**config.mk**
```make
export PLATFORM = sky130hd
export DESIGN_NAME = psc_timer_ctrl_flat
export DESIGN_NICKNAME = d
export VERILOG_FILES = /design/src/rtl/psc_timer_ctrl_if.sv /design/src/rtl/psc_timer_ctrl.sv /design/src/flat_wrapper.sv
export SDC_FILE = /design/constraint.sdc
export NUM_CORES = 1
export LEC_CHECK = 0
export ABC_AREA = 1
export CAP_MARGIN = 20
export CORE_ASPECT_RATIO = 0.8
export CORE_MARGIN = 3
export CORE_UTILIZATION = 53
export DETAILED_ROUTE_END_ITERATION = 10
export HOLD_SLACK_MARGIN = 0.08
export PLACE_DENSITY = 0.88
export SYNTH_ARGS = -nofsm -noshare
export SYNTH_HDL_FRONTEND = slang
export SYNTH_SLANG_ARGS = --single-unit
```
**constraint.sdc**
```tcl
create_clock -name clk_in -period 2.1 [get_ports clk_in]
set_input_delay 0.63 -clock clk_in [delete_from_list [all_inputs] [get_ports clk_in]]
set_output_delay 0.63 -clock clk_in [all_outputs]
set_load 0.05 [all_outputs]
```
**src/rtl/psc_timer_ctrl_if.sv**
```systemverilog
// Configuration channel of the prescaler timebase controller.
// Handshake: a transfer happens on a rising clk_in edge where cfg_valid && cfg_ready; the requester holds cfg_valid/cfg_div/cfg_oneshot stable until then.
interface psc_timer_ctrl_if #(
  parameter int CNT_W = 32
);
  logic             cfg_valid;
  logic             cfg_ready;
  logic [CNT_W-1:0] cfg_div;
  logic             cfg_oneshot;

  modport master (
    output cfg_valid,
    output cfg_div,
    output cfg_oneshot,
    input  cfg_ready
  );

  modport slave (
    input  cfg_valid,
    input  cfg_div,
    input  cfg_oneshot,
    output cfg_ready
  );
endinterface

```
**src/rtl/psc_timer_ctrl.sv**
```systemverilog
// Run/stop sequencer for the prescaler timebase: programmable divisor, periodic or one-shot,
// emits a one-cycle enable tick and a square wave that toggles on every tick.
module psc_timer_ctrl #(
  parameter int CNT_W       = 32,
  parameter int DEFAULT_DIV = 50_000_000 - 1
) (
  input  logic                 clk_in,
  input  logic                 reset,
  psc_timer_ctrl_if.slave      cfg,
  input  logic                 start,
  input  logic                 stop,
  output logic                 tick,
  output logic                 sq_out,
  output logic                 busy,
  output logic                 done,
  output logic [CNT_W-1:0]     count,
  output logic [1:0]           dbg_state
);

  typedef enum logic [1:0] {
    ST_IDLE = 2'd0,
    ST_RUN  = 2'd1,
    ST_DONE = 2'd2
  } state_e;

  state_e           state_q, state_d;
  logic [CNT_W-1:0] count_q, count_d;
  logic [CNT_W-1:0] div_q, div_d;
  logic             oneshot_q, oneshot_d;
  logic             tick_q, tick_d;
  logic             sq_q, sq_d;
  logic             done_q, done_d;
  logic             cfg_xfer;

  assign cfg.cfg_ready = (state_q != ST_RUN);
  assign cfg_xfer      = cfg.cfg_valid && cfg.cfg_ready;

  always_ff @(posedge clk_in or negedge reset) begin
    if (!reset) begin
      state_q   <= ST_IDLE;
      count_q   <= '0;
      div_q     <= CNT_W'(DEFAULT_DIV);
      oneshot_q <= 1'b0;
      tick_q    <= 1'b0;
      sq_q      <= 1'b0;
      done_q    <= 1'b0;
    end else begin
      state_q   <= state_d;
      count_q   <= count_d;
      div_q     <= div_d;
      oneshot_q <= oneshot_d;
      tick_q    <= tick_d;
      sq_q      <= sq_d;
      done_q    <= done_d;
    end
  end

  always_comb begin
    state_d   = state_q;
    count_d   = count_q;
    div_d     = div_q;
    oneshot_d = oneshot_q;
    tick_d    = 1'b0;
    sq_d      = sq_q;
    done_d    = done_q;

    // Config lands on the same edge as a start, so a freshly loaded divisor governs that run.
    if (cfg_xfer) begin
      div_d     = cfg.cfg_div;
      oneshot_d = cfg.cfg_oneshot;
      done_d    = 1'b0;
    end

    unique case (state_q)
      ST_IDLE, ST_DONE: begin
        if (start && !stop) begin
          state_d = ST_RUN;
          count_d = '0;
          sq_d    = 1'b0;
          done_d  = 1'b0;
        end
      end
      ST_RUN: begin
        // stop wins over a coincident terminal count: no tick, square wave frozen.
        if (stop) begin
          state_d = ST_IDLE;
          count_d = '0;
        end else if (count_q == div_q) begin
          count_d = '0;
          tick_d  = 1'b1;
          sq_d    = ~sq_q;
          if (oneshot_q) begin
            state_d = ST_DONE;
            done_d  = 1'b1;
          end
        end else begin
          count_d = count_q + CNT_W'(1);
        end
      end
      default: state_d = ST_IDLE;
    endcase
  end

  assign tick      = tick_q;
  assign sq_out    = sq_q;
  assign busy      = (state_q == ST_RUN);
  assign done      = done_q;
  assign count     = count_q;
  assign dbg_state = state_q;

endmodule

```
**src/flat_wrapper.sv**
```systemverilog
// flat-port wrapper written by rule: the top's interface ports become plain ports
module psc_timer_ctrl_flat 
#(
  parameter int CNT_W       = 32,
  parameter int DEFAULT_DIV = 50_000_000 - 1
)
  (clk_in, reset, start, stop, tick, sq_out, busy, done, count, dbg_state, cfg_cfg_valid, cfg_cfg_div, cfg_cfg_oneshot, cfg_cfg_ready);
  psc_timer_ctrl_if #(.CNT_W(CNT_W)) cfg_i ();
  input  logic clk_in;
  input  logic reset;
  input  logic start;
  input  logic stop;
  output logic tick;
  output logic sq_out;
  output logic busy;
  output logic done;
  output logic [CNT_W-1:0] count;
  output logic [1:0] dbg_state;
  input wire logic [$bits(cfg_i.cfg_valid)-1:0] cfg_cfg_valid;
  input wire logic [$bits(cfg_i.cfg_div)-1:0] cfg_cfg_div;
  input wire logic [$bits(cfg_i.cfg_oneshot)-1:0] cfg_cfg_oneshot;
  output wire logic [$bits(cfg_i.cfg_ready)-1:0] cfg_cfg_ready;
  assign cfg_i.cfg_valid = cfg_cfg_valid;
  assign cfg_i.cfg_div = cfg_cfg_div;
  assign cfg_i.cfg_oneshot = cfg_cfg_oneshot;
  assign cfg_cfg_ready = cfg_i.cfg_ready;
  psc_timer_ctrl #(.CNT_W(CNT_W), .DEFAULT_DIV(DEFAULT_DIV)) u_core (.clk_in(clk_in), .reset(reset), .cfg(cfg_i), .start(start), .stop(stop), .tick(tick), .sq_out(sq_out), .busy(busy), .done(done), .count(count), .dbg_state(dbg_state));
endmodule
```
==> results.json, run 1 <==
{
  "synth_top_area_share_pct": 32.3,
  "worstReg2RegStart": "u_core.count[24]",
  "root_buffer": "clkbuf_8",
  "drive_gt1_share_pct": 21.2,
  "crit_fanout": 6,
  "ys_ff_latch": 70,
  "hold_path_class": "input pin to async pin",
  "slew_violations": 0,
  "yosys_warnings": 0,
  "path_class": "register to output port",
  "cts_hold_buffers": 0,
  "synth_ff_type": "dfrtp_1",
  "port_buffers": 76,
  "crit_chain": "inv_1 -> or2_4 -> clkinv_2 -> buf_12",
  "core_area_sq_um": 7130,
  "crit_start": "u_core.dbg_state[0]",
  "max_freq_ghz": 0.498,
  "multiInputGateArea_sq_um": 1940,
  "grt_antenna_before_repair": 0,
  "min_period_ps": 2010,
  "fin_cells": 718,
  "crit_slowest_cell": "dfrtp_2",
  "numCtsBuffers": 9,
  "drt_wl_total_mm": 10.1,
  "drt_iter0_drc": 226,
  "status": "completed",
  "cts_max_level": 3,
  "synth_seq_area_share_pct": 44.0,
  "synth.largest_area_cell": "dfrtp_1",
  "dpl.cell_count": 702,
  "reg2reg_depth": 11,
  "p_per_area_nw_per_um2": 930,
  "grt_usage_pct": 24.3,
  "syn2layout_area_growth_pct": 28.0,
  "dieArea_sq_um": 8700,
  "crit_arrival_ps": 1380,
  "grt_pass1_vias": 3665,
  "antenna_cells": 0,
  "rows": 27,
  "io_pins": 77,
  "crit_path_end_kind": "output port",
  "pre_cts_ws_ps": -257,
  "synth_cells": 519,
  "slew_headroom_pct": 72.0,
  "ir_drop_mv": 0.613,
  "final_antenna_net_count": 0,
  "regArea_sq_um": 1780,
  "synthDistinctLibCells": 35,
  "yosys-top-cells-area": "dfrtp_1 (32%), nand2_1 (13%), dfstp_2 (12%)",
  "vias_per_cell": 5.13,
  "hpwl_mm": 7.59,
  "post-route-period-util_pct": 95.7,
  "tightest_slew_ps": 420,
  "design_area_sq_um": 5160,
  "grt_pass1_wl_mm": 17.3,
  "cts.repair.resized": 1,
  "initial_core_util_pct": 56.6,
  "worst_slack_ps": 90.3,
  "p_leak_nw": 2.34,
  "cts_sinks": 70,
  "rrSetupSlack_ps": 130,
  "drc": 0,
  "required_ps": 1470,
  "cap_violations": 0,
  "async_reset_ff_share_pct": 100,
  "syn_avg_cell_area_sq_um": 7.77,
  "finalHoldViolCount": 0,
  "clock_skew_ps": 9.24,
  "dr.pass1.iters": 5,
  "cts_tree": "yes",
  "rsz0062_at_grt": "false",
  "finalHoldWorstSlack_ps": 189,
  "num-fill-cells": 543,
  "layout_common_cells": "nand2_1 (145), nor2_1 (81), inv_1 (55)",
  "syn_nets": 558,
  "synth-edff-count": 0,
  "clkTransAtPathRegs_ps": 80,
  "grt_max_degree": 55,
  "clk_latency_ps": 370,
  "place_congestion": 0.880,
  "clockBufferDepth": 2,
  "vias": 3685,
  "die_h_um": 84.0,
  "wl_per_cell_um": 14.0,
  "placed_area_sq_um": 4960,
  "grt_overflow": 0,
  "final_common_cell": "nand2_1",
  "finalNetCount": 651,
  "setup_viol": 0,
  "die_w_um": 104,
  "slowest_delay_ps": 440,
  "postCtsSetupBuffers": 0,
  "syn_area_sq_um": 4030,
  "r2r-end": "u_core.count[20]",
  "cp-start-kind": "register"
}
stage by stage:
| stage | setup TNS [ps] | power [mW] | utilization, % |
|---|---|---|---|
| 6_report | 0 | 4.80 | 72.4 |
| 5_1_grt | 0 | 5.10 | 72.4 |
| 4_1_cts | 0 | 4.82 | 72.4 |
| 3_5_place_dp | -2670 | 3.72 | 69.7 |
| 3_3_place_gp | -1360 | 3.62 | 69.7 |
| 2_1_floorplan | 0 | 3.17 | - |
cells by family after synthesis:
family | Yosys count | synth area share (%)
XOR/XNOR | 31 | 6.73
flip-flops | 70 | 44.0
adder cells (fa/ha/maj) | 1 | 0.310
AO/OA/AOI/OAI | 35 | 4.72
multiplexers | 17 | 4.75
buffers and inverters | 72 | 7.91
AND/OR/NAND/NOR | 293 | 31.6
cell type report:
type	instances	area share, %
clock buffers	12	2.81
clock inverters	4	0.921
inverters	59	4.39
multi-input cells	377	37.6
flip-flops and latches	70	34.4
well taps	101	2.45
repair buffers	95	17.4
report_power, final:
part / internal [mW] / total, mW / switching, mW
sequential: 1.79 / 2.02 / 0.232
clock: 0.578 / 1.11 / 0.528
combinational: 0.736 / 1.67 / 0.939
critical path, delay by kind of cell, from the launching register on:
family                 cells  cell delay [ps]
DFF                        1              440
buffers and inverters      3              370
and+or+nand+nor            1              200
cell usage after synthesis (5+ instances only):
library cell / count
inv_1: 56
xor2_1: 12
nand3_1: 20
nand4_1: 13
dfstp_2: 18
buf_2: 5
a21oi_1: 17
mux2_2: 17
xnor2_1: 19
nand2_1: 145
nand2_2: 6
nor2_1: 81
dfrtp_1: 52
o21ai_0: 15
nor3_1: 10
worst max path at each step:
| stage | end | slack, ps | depth (start not counted) |
|---|---|---|---|
| final | busy | 90 | 4 |
| after global routing | u_core.count[26] | 30 | 9 |
| after CTS | busy | 100 | 4 |
| after detailed placement | u_core.count[26] | -260 | 10 |
| after global placement | u_core.count[26] | -150 | 10 |
| after floorplan | busy | 40 | 3 |
flip-flops by register name (all words and copies together), names as in the netlist:
signal,count
u_core.dbg_state,2
u_core.sq_out,1
u_core.div_q,32
u_core.count,32
u_core.oneshot_q,1
u_core.done,1
u_core.tick,1
routing by layer:
metal | up-vias | global-route usage (%) | wire, um | share of wire (%)
met2 | 134 | 39.6 | 4700 | 47
li1 | 1810 | - | - | -
met1 | 1730 | 32.4 | 4560 | 45
met3 | 11 | 5.18 | 710 | 7.1
met5 | - | 0 | 0 | 0
met4 | 0 | 8.21 | 101 | 1.0
No activity file was read; power rests on OpenSTA's default activity.
==> inputs of run 2 (changes only) <==
CELL_PAD_IN_SITES_DETAIL_PLACEMENT = 1   (was not set)
CELL_PAD_IN_SITES_GLOBAL_PLACEMENT = 2   (was not set)
CORE_UTILIZATION = 30   (was 53)
PLACE_DENSITY = 0.87   (was 0.88)
==> results.json, run 2 (synthesized netlist as in run 1, its figures left out) <==
{
  "status": "completed",
  "grt_overflow": 0,
  "syn2layout_area_growth_pct": 35.1,
  "min_period_ps": 2010,
  "switching_share_pct": 33.7,
  "grt_antenna_before_repair": 0,
  "placed_area_sq_um": 5160,
  "max_freq_ghz": 0.497,
  "cts_hold_buffers": 0,
  "finalHoldViolCount": 0,
  "internal_power_mw": 3.44,
  "design_area_sq_um": 5450,
  "grt_pass1_wl_mm": 20.4,
  "drive_gt1_share_pct": 22.0,
  "cts_sinks": 70,
  "tightest_slew_ps": 401,
  "final_antenna_net_count": 0,
  "p_leak_nw": 2.43,
  "ir_drop_mv": 0.376,
  "p_clk_share_pct": 27.9,
  "finalNetCount": 660,
  "worstReg2RegStart": "u_core.count[25]",
  "crit_fanout": 5,
  "numCtsBuffers": 9,
  "crit_path_end_kind": "output port",
  "crit_arrival_ps": 1380,
  "dr.pass1.iters": 4,
  "comb_power_share_pct": 32.8,
  "core_area_sq_um": 13000,
  "rows": 37,
  "hpwl_mm": 9.31,
  "cts_tree": "yes",
  "port_buffers": 76,
  "clockBufferDepth": 2,
  "sequentialPowerShare_pct": 39.4,
  "grt_max_degree": 71,
  "vias_per_cell": 4.61,
  "slew_violations": 0,
  "rsz0062_at_grt": "false",
  "dieArea_sq_um": 14900,
  "layout_common_cells": "nand2_1 (144), nor2_1 (80), inv_1 (56), buf_4 (56), dfrtp_1 (51)",
  "path_class": "register to output port",
  "slew_headroom_pct": 73.3,
  "drt_wl_total_mm": 12.1,
  "drc": 0,
  "cap_violations": 0,
  "grt_usage_pct": 17.3,
  "reg2reg_depth": 11,
  "grt_pass1_vias": 4039,
  "die_w_um": 136,
  "wl_per_cell_um": 15.1,
  "crit_start": "u_core.dbg_state[0]",
  "clock_skew_ps": 6.36,
  "switching_power_mw": 1.74,
  "root_buffer": "clkbuf_16",
  "clkTransAtPathRegs_ps": 50,
  "hold_path_class": "input pin to async pin",
  "initial_core_util_pct": 31.0,
  "final_common_cell": "nand2_1",
  "io_pins": 77,
  "post-route-period-util_pct": 95.7,
  "vias": 3695,
  "required_ps": 1470,
  "worst_slack_ps": 89.5,
  "antenna_cells": 0,
  "finalHoldWorstSlack_ps": 317,
  "pre_cts_ws_ps": -143,
  "drt_iter0_drc": 187,
  "setup_viol": 0,
  "clk_latency_ps": 330,
  "cts_max_level": 3,
  "p_per_area_nw_per_um2": 951,
  "die_h_um": 110,
  "place_congestion": 0.811,
  "cp-start-kind": "register"
}
[run 2: cell count changes in the layout (fill, tap and decap cells not counted), moves of 2 or more]
cell / before / now
clkbuf_16: 0 / 9
buf_12: 8 / 11
clkinv_2: 3 / 1
buf_4: 50 / 56
clkbuf_1: 2 / 4
clkinvlp_4: 2 / 0
clkbuf_8: 10 / 3
[run 2: stage by stage]
step	utilization (%)	cells	setup TNS [ps]	power, mW
2_1_floorplan	-	519	0	3.17
3_3_place_gp	39.7	785	-215	3.70
3_5_place_dp	39.7	785	-1260	3.79
4_1_cts	41.9	801	0	5.27
5_1_grt	41.9	801	0	5.54
6_report	41.9	801	0	5.18
[run 2: final timing paths]
kind                                    end  slack [ps]
setup / recovery              cfg_cfg_ready          90
hold / removal             u_core.div_q[16]         320
setup reg to reg           u_core.count[22]         240
hold reg to reg             u_core.div_q[1]         480
max in group asynchronous   u_core.div_q[1]        1410
min in group clk_in         u_core.div_q[1]         480
[run 2: worst max-delay path, stage by stage, from the launching register on]
cell	delay, ps
dfrtp_2	390
inv_1	90
or2_1	250
buf_4	180
buf_12	150
[run 2: per-layer routing]
metal,GRT usage (%),up-vias,part of all wire (%)
li1,-,1838,-
met1,23.2,1772,48
met2,28.7,73,47
met3,3.71,12,4.3
met4,4.03,0,0.84
met5,0,-,0
[run 2: timing repair]
item,4_1_cts,5_1_grt
setup buffers,0,0
setup endpoints to repair,0,25
resized for setup,0,1
[run 2: power groups by stage]
stage / sequential, mW / combinational, mW / clock, mW
2_1_floorplan: 2.12 / 1.05 / 0
3_3_place_gp: 2.04 / 1.66 / 0
3_5_place_dp: 2.07 / 1.73 / 0
4_1_cts: 2.04 / 1.73 / 1.49
5_1_grt: 2.09 / 1.90 / 1.54
6_report: 2.04 / 1.70 / 1.44
[run 2: final cells by class]
type	instances	area (sq um)
Clock buffer	16	282
Fill cell	1596	7560
Inverter	59	223
Multi-Input combinational cell	377	1940
Sequential cell	70	1780
Tap cell	175	219
Timing Repair Buffer	104	1010
==> inputs of run 3 (changes only) <==
PLACE_DENSITY = not set   (was 0.87)
PLACE_DENSITY_LB_ADDON = 0.1   (was not set)
==> results.json, run 3 (synthesized netlist as in run 1, its figures left out) <==
{
  "status": "completed",
  "crit_arrival_ps": 1400,
  "port_buffers": 76,
  "grt_usage_pct": 17.2,
  "tightest_slew_ps": 404,
  "critPathTopFamily": "buffers and inverters",
  "grt_overflow": 0,
  "rsz0062_at_grt": "false",
  "min_period_ps": 2030,
  "antenna_cells": 0,
  "drt_wl_total_mm": 12.1,
  "reg2reg_depth": 11,
  "crit_chain": "inv_1 -> or2_1 -> buf_4 -> buf_12",
  "max_freq_ghz": 0.493,
  "clock_skew_ps": 4.61,
  "io_pins": 77,
  "num-fill-cells": 1584,
  "setup_viol": 0,
  "cts.repair.resized": 0,
  "post-route-period-util_pct": 96.6,
  "cts_tree": "yes",
  "finalHoldViolCount": 0,
  "slew_headroom_pct": 73.0,
  "syn2layout_area_growth_pct": 37.3,
  "hold_path_class": "input pin to async pin",
  "clkTransAtPathRegs_ps": 60,
  "numCtsBuffers": 9,
  "slew_violations": 0,
  "r2r-end": "u_core.count[10]",
  "crit_fanout": 5,
  "crit_path_end_kind": "output port",
  "p_leak_nw": 2.50,
  "clockBufferDepth": 2,
  "drc": 0,
  "slowest_delay_ps": 400,
  "drive_gt1_share_pct": 23.6,
  "finalNetCount": 669,
  "grt_pass1_wl_mm": 19.8,
  "p_per_area_nw_per_um2": 968,
  "worstReg2RegStart": "u_core.count[28]",
  "cts_max_level": 3,
  "cp_num_buf_inv": 3,
  "postCtsSetupBuffers": 0,
  "path_class": "register to output port",
  "root_buffer": "clkbuf_16",
  "cap_violations": 0,
  "rows": 37,
  "clk_latency_ps": 340,
  "dieArea_sq_um": 14900,
  "die_h_um": 110,
  "drt_iter0_drc": 155,
  "place_congestion": 0.807,
  "dpl.cell_count": 794,
  "core_area_sq_um": 13000,
  "grt_pass1_vias": 3881,
  "wl_per_cell_um": 14.9,
  "hpwl_mm": 9.32,
  "grt_max_degree": 71,
  "cts_hold_buffers": 0,
  "ir_drop_mv": 0.378,
  "required_ps": 1470,
  "crit_start": "u_core.dbg_state[0]",
  "fin_cells": 810,
  "power.total_mw": 5.36,
  "vias_per_cell": 4.50,
  "cp-start-kind": "register",
  "initial_core_util_pct": 31.0,
  "layout_common_cells": "nand2_1 (144), nor2_1 (81), buf_4 (65)",
  "rrSetupSlack_ps": 160,
  "final_antenna_net_count": 0,
  "dr.pass1.iters": 4,
  "final_common_cell": "nand2_1",
  "placed_area_sq_um": 5230,
  "die_w_um": 136,
  "cts_sinks": 70,
  "crit_slowest_cell": "dfrtp_2",
  "vias": 3647,
  "grt_antenna_before_repair": 0,
  "design_area_sq_um": 5540
}
==> run 3: power by group <==
group / total [mW] / switching [mW] / leakage, nW / internal (mW)
combinational: 1.75 / 0.966 / 1.47 / 0.784
sequential: 2.03 / 0.236 / 0.871 / 1.80
clock: 1.58 / 0.597 / 0.152 / 0.979
==> run 3: worst max path at each step <==
stage	end	slack, ps	cells after the start
finish	cfg_cfg_ready	70	4
global placement	u_core.count[26]	-60	10
detailed placement	u_core.count[21]	-160	11
global route	busy	7	4
floorplan	busy	40	3
CTS	cfg_cfg_ready	60	4
==> run 3: metrics by stage <==
| step | setup slack, ps | hold slack (ps) | setup TNS, ps | utilization, % |
|---|---|---|---|---|
| 6_report | 71.0 | 320 | 0 | 42.6 |
| 5_1_grt | 6.62 | 357 | 0 | 42.6 |
| 4_1_cts | 56.7 | 343 | 0 | 42.5 |
| 3_5_place_dp | -161 | 479 | -1730 | 40.2 |
| 3_3_place_gp | -61.5 | 471 | -219 | 40.2 |
| 2_1_floorplan | 36.7 | 334 | 0 | - |
==> run 3: metal layers <==
layer / global-route usage, % / vias up / share of wire [%]
met5: 0 / - / 0
met4: 4.24 / 0 / 1.1
met3: 4.03 / 12 / 3.7
met2: 26.7 / 56 / 45
met1: 24.4 / 1727 / 51
li1: - / 1852 / -
==> run 3: cell type report <==
cell class	count	area (sq um)	area share (%)
clock buffer	12	256	4.63
sequential	70	1780	32.1
clock inverter	4	45.0	0.814
tap	175	219	3.96
multi-input combinational	377	1940	35.1
inverter	59	223	4.02
timing repair buffer	113	1070	19.4
